--- config.mk ---
export PLATFORM = sky130hd
export DESIGN_NAME = fwd_hazard_ctrl
export DESIGN_NICKNAME = d
export VERILOG_FILES = /design/src/rtl/fwd_hazard_ctrl.sv
export SDC_FILE = /design/constraint.sdc
export NUM_CORES = 1
export LEC_CHECK = 0
export CAP_MARGIN = 10
export CORE_ASPECT_RATIO = 0.5
export CORE_MARGIN = 3
export CORE_UTILIZATION = 55
export DETAILED_ROUTE_END_ITERATION = 10
export HOLD_SLACK_MARGIN = 0.08
export PLACE_DENSITY = 0.92
export SLEW_MARGIN = 20
export SYNTH_ARGS = -nofsm -noshare
export SYNTH_HDL_FRONTEND = slang
export SYNTH_SLANG_ARGS = --single-unit
--- constraint.sdc ---
create_clock -name clk -period 2.7 [get_ports clk]
set_input_delay 0.54 -clock clk [delete_from_list [all_inputs] [get_ports clk]]
set_output_delay 0.54 -clock clk [all_outputs]
set_load 0.02 [all_outputs]
--- src/rtl/fwd_hazard_ctrl.sv ---
// fwd_hazard_ctrl
//   Forwarding and load-use hazard controller for the in-order pipeline.
//   Keeps a shift-register record of every in-flight instruction from EX
//   (record 0) through the last result stage (record STAGES-1). From those
//   records it derives the EX operand forward selects, MEM store-data
//   forwarding and the ID load-use stall. It also keeps a saturating count
//   of stall cycles.
//
// Ports
//   clk, rst        clock, synchronous active-high reset
//   id_*            decoded fields of the instruction sitting in ID
//   flush           kill ID and EX (taken branch resolved in EX)
//   stall           hold PC/IF/ID and insert a bubble into EX
//   fwd_a, fwd_b    EX operand source: 0 = regfile, k = result of stage k
//   fwd_c           MEM store data taken from the stage-2 result
//   ex_valid        record 0 holds a live instruction
//   stall_cnt       saturating count of stall cycles
module fwd_hazard_ctrl #(
  parameter int unsigned AW       = 4,
  parameter int unsigned STAGES   = 3,
  parameter int unsigned LOAD_LAT = 2,
  parameter int unsigned ZERO_REG = 1,
  parameter int unsigned CW       = 16,
  localparam int unsigned FW      = $clog2(STAGES)
) (
  input  logic          clk,
  input  logic          rst,
  input  logic          id_valid,
  input  logic [AW-1:0] id_rs,
  input  logic [AW-1:0] id_rt,
  input  logic          id_use_rs,
  input  logic          id_use_rt,
  input  logic [AW-1:0] id_rd,
  input  logic          id_wen,
  input  logic          id_load,
  input  logic          id_store,
  input  logic          flush,
  output logic          stall,
  output logic [FW-1:0] fwd_a,
  output logic [FW-1:0] fwd_b,
  output logic          fwd_c,
  output logic          ex_valid,
  output logic [CW-1:0] stall_cnt
);

  typedef struct packed {
    logic          valid;
    logic          use_rs;
    logic          use_rt;
    logic          wen;
    logic          load;
    logic          store;
    logic [AW-1:0] rs;
    logic [AW-1:0] rt;
    logic [AW-1:0] rd;
  } rec_t;

  rec_t              rec_q [STAGES];
  rec_t              rec_d [STAGES];
  logic [STAGES-1:0] live;
  logic              stall_hit;
  logic              stall_int;
  logic [CW-1:0]     stall_cnt_q;
  logic [CW-1:0]     stall_cnt_d;

  // A record is a live writer when it will actually update the register file.
  always_comb begin
    live = '0;
    for (int k = 0; k < int'(STAGES); k++) begin
      live[k] = rec_q[k].valid & rec_q[k].wen & ((ZERO_REG == 0) | (rec_q[k].rd != '0));
    end
  end

  // Load-use: a load whose data is not yet available by the time the consumer
  // reaches EX must hold ID. Only stages 0..LOAD_LAT-2 can be too early.
  always_comb begin
    stall_hit = 1'b0;
    for (int j = 0; j < int'(STAGES); j++) begin
      if ((j + 2 <= int'(LOAD_LAT)) && live[j] && rec_q[j].load &&
          ((id_use_rs && (id_rs == rec_q[j].rd)) ||
           (id_use_rt && (id_rt == rec_q[j].rd)))) begin
        stall_hit = 1'b1;
      end
    end
    // flush wins over stall; reset forces it low too
    stall_int = ~rst & id_valid & ~flush & stall_hit;
  end

  assign stall = stall_int;

  // Next-state of the record chain: lower stages always advance.
  always_comb begin
    for (int k = 0; k < int'(STAGES); k++) begin
      rec_d[k] = '0;
    end
    if (id_valid && !stall_int && !flush) begin
      rec_d[0].valid  = 1'b1;
      rec_d[0].use_rs = id_use_rs;
      rec_d[0].use_rt = id_use_rt;
      rec_d[0].wen    = id_wen;
      rec_d[0].load   = id_load;
      rec_d[0].store  = id_store;
      rec_d[0].rs     = id_rs;
      rec_d[0].rt     = id_rt;
      rec_d[0].rd     = id_rd;
    end
    for (int k = 1; k < int'(STAGES); k++) begin
      rec_d[k] = rec_q[k-1];
    end
  end

  always_comb begin
    stall_cnt_d = stall_cnt_q;
    if (stall_int && (stall_cnt_q != {CW{1'b1}})) begin
      stall_cnt_d = stall_cnt_q + 1'b1;
    end
  end

  always_ff @(posedge clk) begin
    if (rst) begin
      for (int k = 0; k < int'(STAGES); k++) begin
        rec_q[k] <= '0;
      end
      stall_cnt_q <= '0;
    end else begin
      for (int k = 0; k < int'(STAGES); k++) begin
        rec_q[k] <= rec_d[k];
      end
      stall_cnt_q <= stall_cnt_d;
    end
  end

  assign stall_cnt = stall_cnt_q;
  assign ex_valid  = rec_q[0].valid;

  // Operand forwarding: walk from the oldest stage towards EX so the nearest
  // matching writer overwrites any older one. Loads whose data is not ready
  // yet are skipped; the stall logic keeps a consumer from meeting them.
  always_comb begin
    fwd_a = '0;
    fwd_b = '0;
    for (int k = int'(STAGES) - 1; k >= 1; k--) begin
      if (live[k] && !(rec_q[k].load && (k < int'(LOAD_LAT))) && rec_q[0].valid) begin
        if (rec_q[0].use_rs && (rec_q[k].rd == rec_q[0].rs)) begin
          fwd_a = FW'(k);
        end
        if (rec_q[0].use_rt && (rec_q[k].rd == rec_q[0].rt)) begin
          fwd_b = FW'(k);
        end
      end
    end
  end

  // Store data forwarding into MEM; the store itself never writes, so only
  // the stage-2 writer can be the source.
  if (STAGES >= 3) begin : g_fwd_c
    assign fwd_c = rec_q[1].valid & rec_q[1].store & live[2] & (rec_q[2].rd == rec_q[1].rt);
  end else begin : g_no_fwd_c
    assign fwd_c = 1'b0;
  end

endmodule

==> results of run 1 <==
## cells in the mapped netlist
library cell	number	area share (%)
a31oi_1	1	0.28
xor2_1	22	8.6
nor3_1	6	1.3
and3_1	20	5.6
mux2i_1	1	0.45
o21a_1	2	0.67
nand4_1	7	2.0
clkbuf_1	8	1.3
and4b_1	3	1.3
o41ai_1	2	0.78
a211o_1	1	0.39
nor2b_1	21	5.9
dfxtp_1	52	47
inv_1	3	0.50
ha_1	1	0.56
mux2_2	3	1.5
a21oi_1	8	1.8
nand3_1	11	2.5
or3_1	5	1.4
or4_1	4	1.3
nor3b_1	2	0.67
nor2_1	15	2.5
buf_4	1	0.34
nor3_2	1	0.45
o311ai_0	1	0.39
o31ai_1	4	1.3
and4_1	1	0.39
xnor2_1	7	2.7
nand2_1	9	1.5
o21ai_0	5	1.1
buf_2	1	0.22
or2_2	2	0.56
nor4_1	9	2.5
nand2b_1	2	0.56
## how the worst max path moves through the flow
stage / start / to / cells after the start
floorplan: id_rt[0] / stall / 6
global placement: id_rs[2] / stall / 7
detailed placement: id_rs[2] / stall / 7
CTS: rec_q[0][17] / fwd_a[0] / 5
global route: id_rt[2] / stall / 7
finish: id_rt[2] / stall / 7
## per-stage QoR
step / utilization, % / hold slack [ns] / cells
5_1_grt: 79.0 / 0.481 / 347
4_1_cts: 79.0 / 0.473 / 347
3_5_place_dp: 76.4 / 0.459 / 339
3_3_place_gp: 76.4 / 0.427 / 339
2_1_floorplan: - / 0.414 / 241
6_report: 79.0 / 0.475 / 347
## flip-flops by register name, summed over array words and instances (netlist names)
name	count
stall_cnt	16
rec_q	36
## placed cells by master, fill, tap and decap left out, types with 2 or more instances in the layout
cell type	count
and3_1	20
nand3_1	11
nand4_1	7
nor2b_1	21
o21a_1	2
or4_1	4
buf_4	14
clkdlybuf4s50_1	38
or2_2	2
xnor2_1	7
clkbuf_8	5
nand2_1	9
o31ai_1	4
xor2_1	22
inv_6	2
nor4_1	9
dlygate4sd2_1	3
a21oi_1	8
o21ai_0	5
or3_1	5
nand2b_1	2
and4b_1	3
nor3_1	6
mux2_2	3
nor3b_1	2
dfxtp_1	52
inv_1	3
nor2_1	15
## cell families (layout without fill, tap and decap cells)
family                     after synthesis  in the layout  synth area share (%)
AOI/OAI and AO/OA                       24             24                  6.76
xor gates and xnor gates                29             29                  11.3
adders and majority gates                1              1                 0.559
buffers and inverters                   13             68                  2.40
DFF                                     52             52                  46.5
muxes                                    4              4                  1.96
and+or+nand+nor                        118            118                  30.5
## worst max-delay path: cells and delay by family
kind | cells | cell delay (ns)
XOR/XNOR | 1 | 0.14
buffers and inverters | 2 | 0.70
AND/OR/NAND/NOR | 4 | 0.62
## metal layers
layer / GRT usage, % / up-vias / part of all wire (%)
met5: 0 / - / 0
met4: 8.02 / 0 / 1.1
met3: 6.03 / 6 / 4.5
met2: 41.9 / 47 / 53
met1: 25.9 / 921 / 42
li1: - / 964 / -
## repair_timing
item,4_1_cts,5_1_grt
gates resized for setup,5,3
endpoints found under the hold margin,0,0
endpoints found under the setup margin,4,2
setup buffers,0,0
## cell type report
type | count | area share [%]
flip-flops and latches | 52 | 36.0
clock buffers | 5 | 2.38
well taps | 51 | 2.21
clock inverters | 3 | 0.866
multi-input cells | 176 | 39.8
inverters | 3 | 0.390
repair buffers | 57 | 18.3
## power by group
part | internal [W] | total [W] | switching (W)
clock | 0.000189 | 0.000460 | 0.000270
sequential | 0.000778 | 0.000789 | 0.0000111
combinational | 0.0000582 | 0.0000957 | 0.0000375
==> reports/metrics.cfg, run 1 <==
[grt]
grt_usage_pct = 23.0
grt_pass1_vias = 1884
overflow = 0
grt_pass1_wl_um = 8650
antenna_found_initial = 0
grt_max_degree = 26

[flow_run]
max_cap_violations = 0

[drt]
route.detailed.drc = 0
routed_via_density = 5.59
drt_wl_total_um = 5310
first_pass_iters = 4
ant_nets = 0
vias = 1938
drtIter0Drc = 95
wl_per_cell_um = 15.3

[layout]
antenna_cells = 0
drive_gt1_share_pct = 10.1
synthToLayoutAreaGrowth_pct = 29.1
nNetsFinal = 317
multi_input_area_mm2 = 0.00115
fill_cells = 236
seq_area_mm2 = 0.00104
final_cell_area_mm2 = 0.00289

[worst_setup_path]
cp_cell_sequence = clkdlybuf4s50_1 > xnor2_1 > nor3b_1 > and4b_1 > nor2_1 > nor2_1 > clkbuf_2
crit_path_end_kind = output port
r2r.worst_path.cells = 7
max_stage_delay_ns = 0.51
cp_data_arrival_time_ns = 2.00
crit_fanout = 2
crit_path_frequent_cell = nor2_1
r2r_end = stall_cnt[6]
rrSetupSlack_ns = 0.53
cp_slowest_cell = clkdlybuf4s50_1
r2r-start = rec_q[0][2]
crit_path_start_kind = input port
required_ns = 2.16
setup.worst_path.class = input port to output port

[hold_path]
hold_depth = 1
whs_endpoint = rec_q[0][31]
hp-start = rec_q[0][13]
hold_path.class = flop to flop

[clock_network]
cts_htree_levels = 2
cts.path.max_buffers = 2
root_buffer = clkbuf_8
holdBufCountCts = 0
cts_tree = done
cts_buffers = 5
cts.sinks = 52
clkLatencyLatePin_ns = 0.31
path_clk_slew_ns = 0.10

[logic_synthesis]
syn_area_per_cell_um2 = 9.29
ys_warn_count = 0
synth.yosys.seq_area_share_pct = 46.5
syn-cell-area_mm2 = 0.00224
synth_nets = 263
synth.distinct_cells = 34
synth_cells = 241
ys_ff_latch = 52

[outcome]
status = finished, final reports clean

[die]
rows = 15
die_h_um = 51.1
pin_count = 44
initial_core_util_pct = 61.2
dieWidth_um = 96.2
core_mm2 = 0.00366
die_area_mm2 = 0.00492

[sta]
hold_violations = 0
final.setup.tns_ns = 0
skew_ns = 0.00786
worstMarginPinSlew_ns = 0.394
slew_violations = 0
timing.fmax_mhz = 393
finalSetupViolCount = 0
rsz0062_at_grt = no
period_share_pct = 94.2
slew_headroom_pct = 73.5
period_minus_slack_ns = 2.54
fin_ws_ns = 0.156

[power]
leakage_nw = 1.22
p_total_w = 0.00134
power_density_mw_per_mm2 = 465
ir_drop_mv = 0.213

[placed_design]
gp_congestion = 0.831
place_ws_ns = -0.256
port_buffers = 43
dpl_cell_area_mm2 = 0.00280
hpwl_um = 3960

Note: power is estimated with default switching activity, not from simulation.
==> run 2: changes to the inputs <==
--- a/config.mk
+++ b/config.mk
@@ -5,7 +5,7 @@
 export SDC_FILE = /design/constraint.sdc
 export NUM_CORES = 1
 export LEC_CHECK = 0
-export CAP_MARGIN = 10
+export CAP_MARGIN = 15
 export CORE_ASPECT_RATIO = 0.5
 export CORE_MARGIN = 3
 export CORE_UTILIZATION = 55
==> results of run 2 <==
Final layout, timing and power as in run 1 (identical DEF).
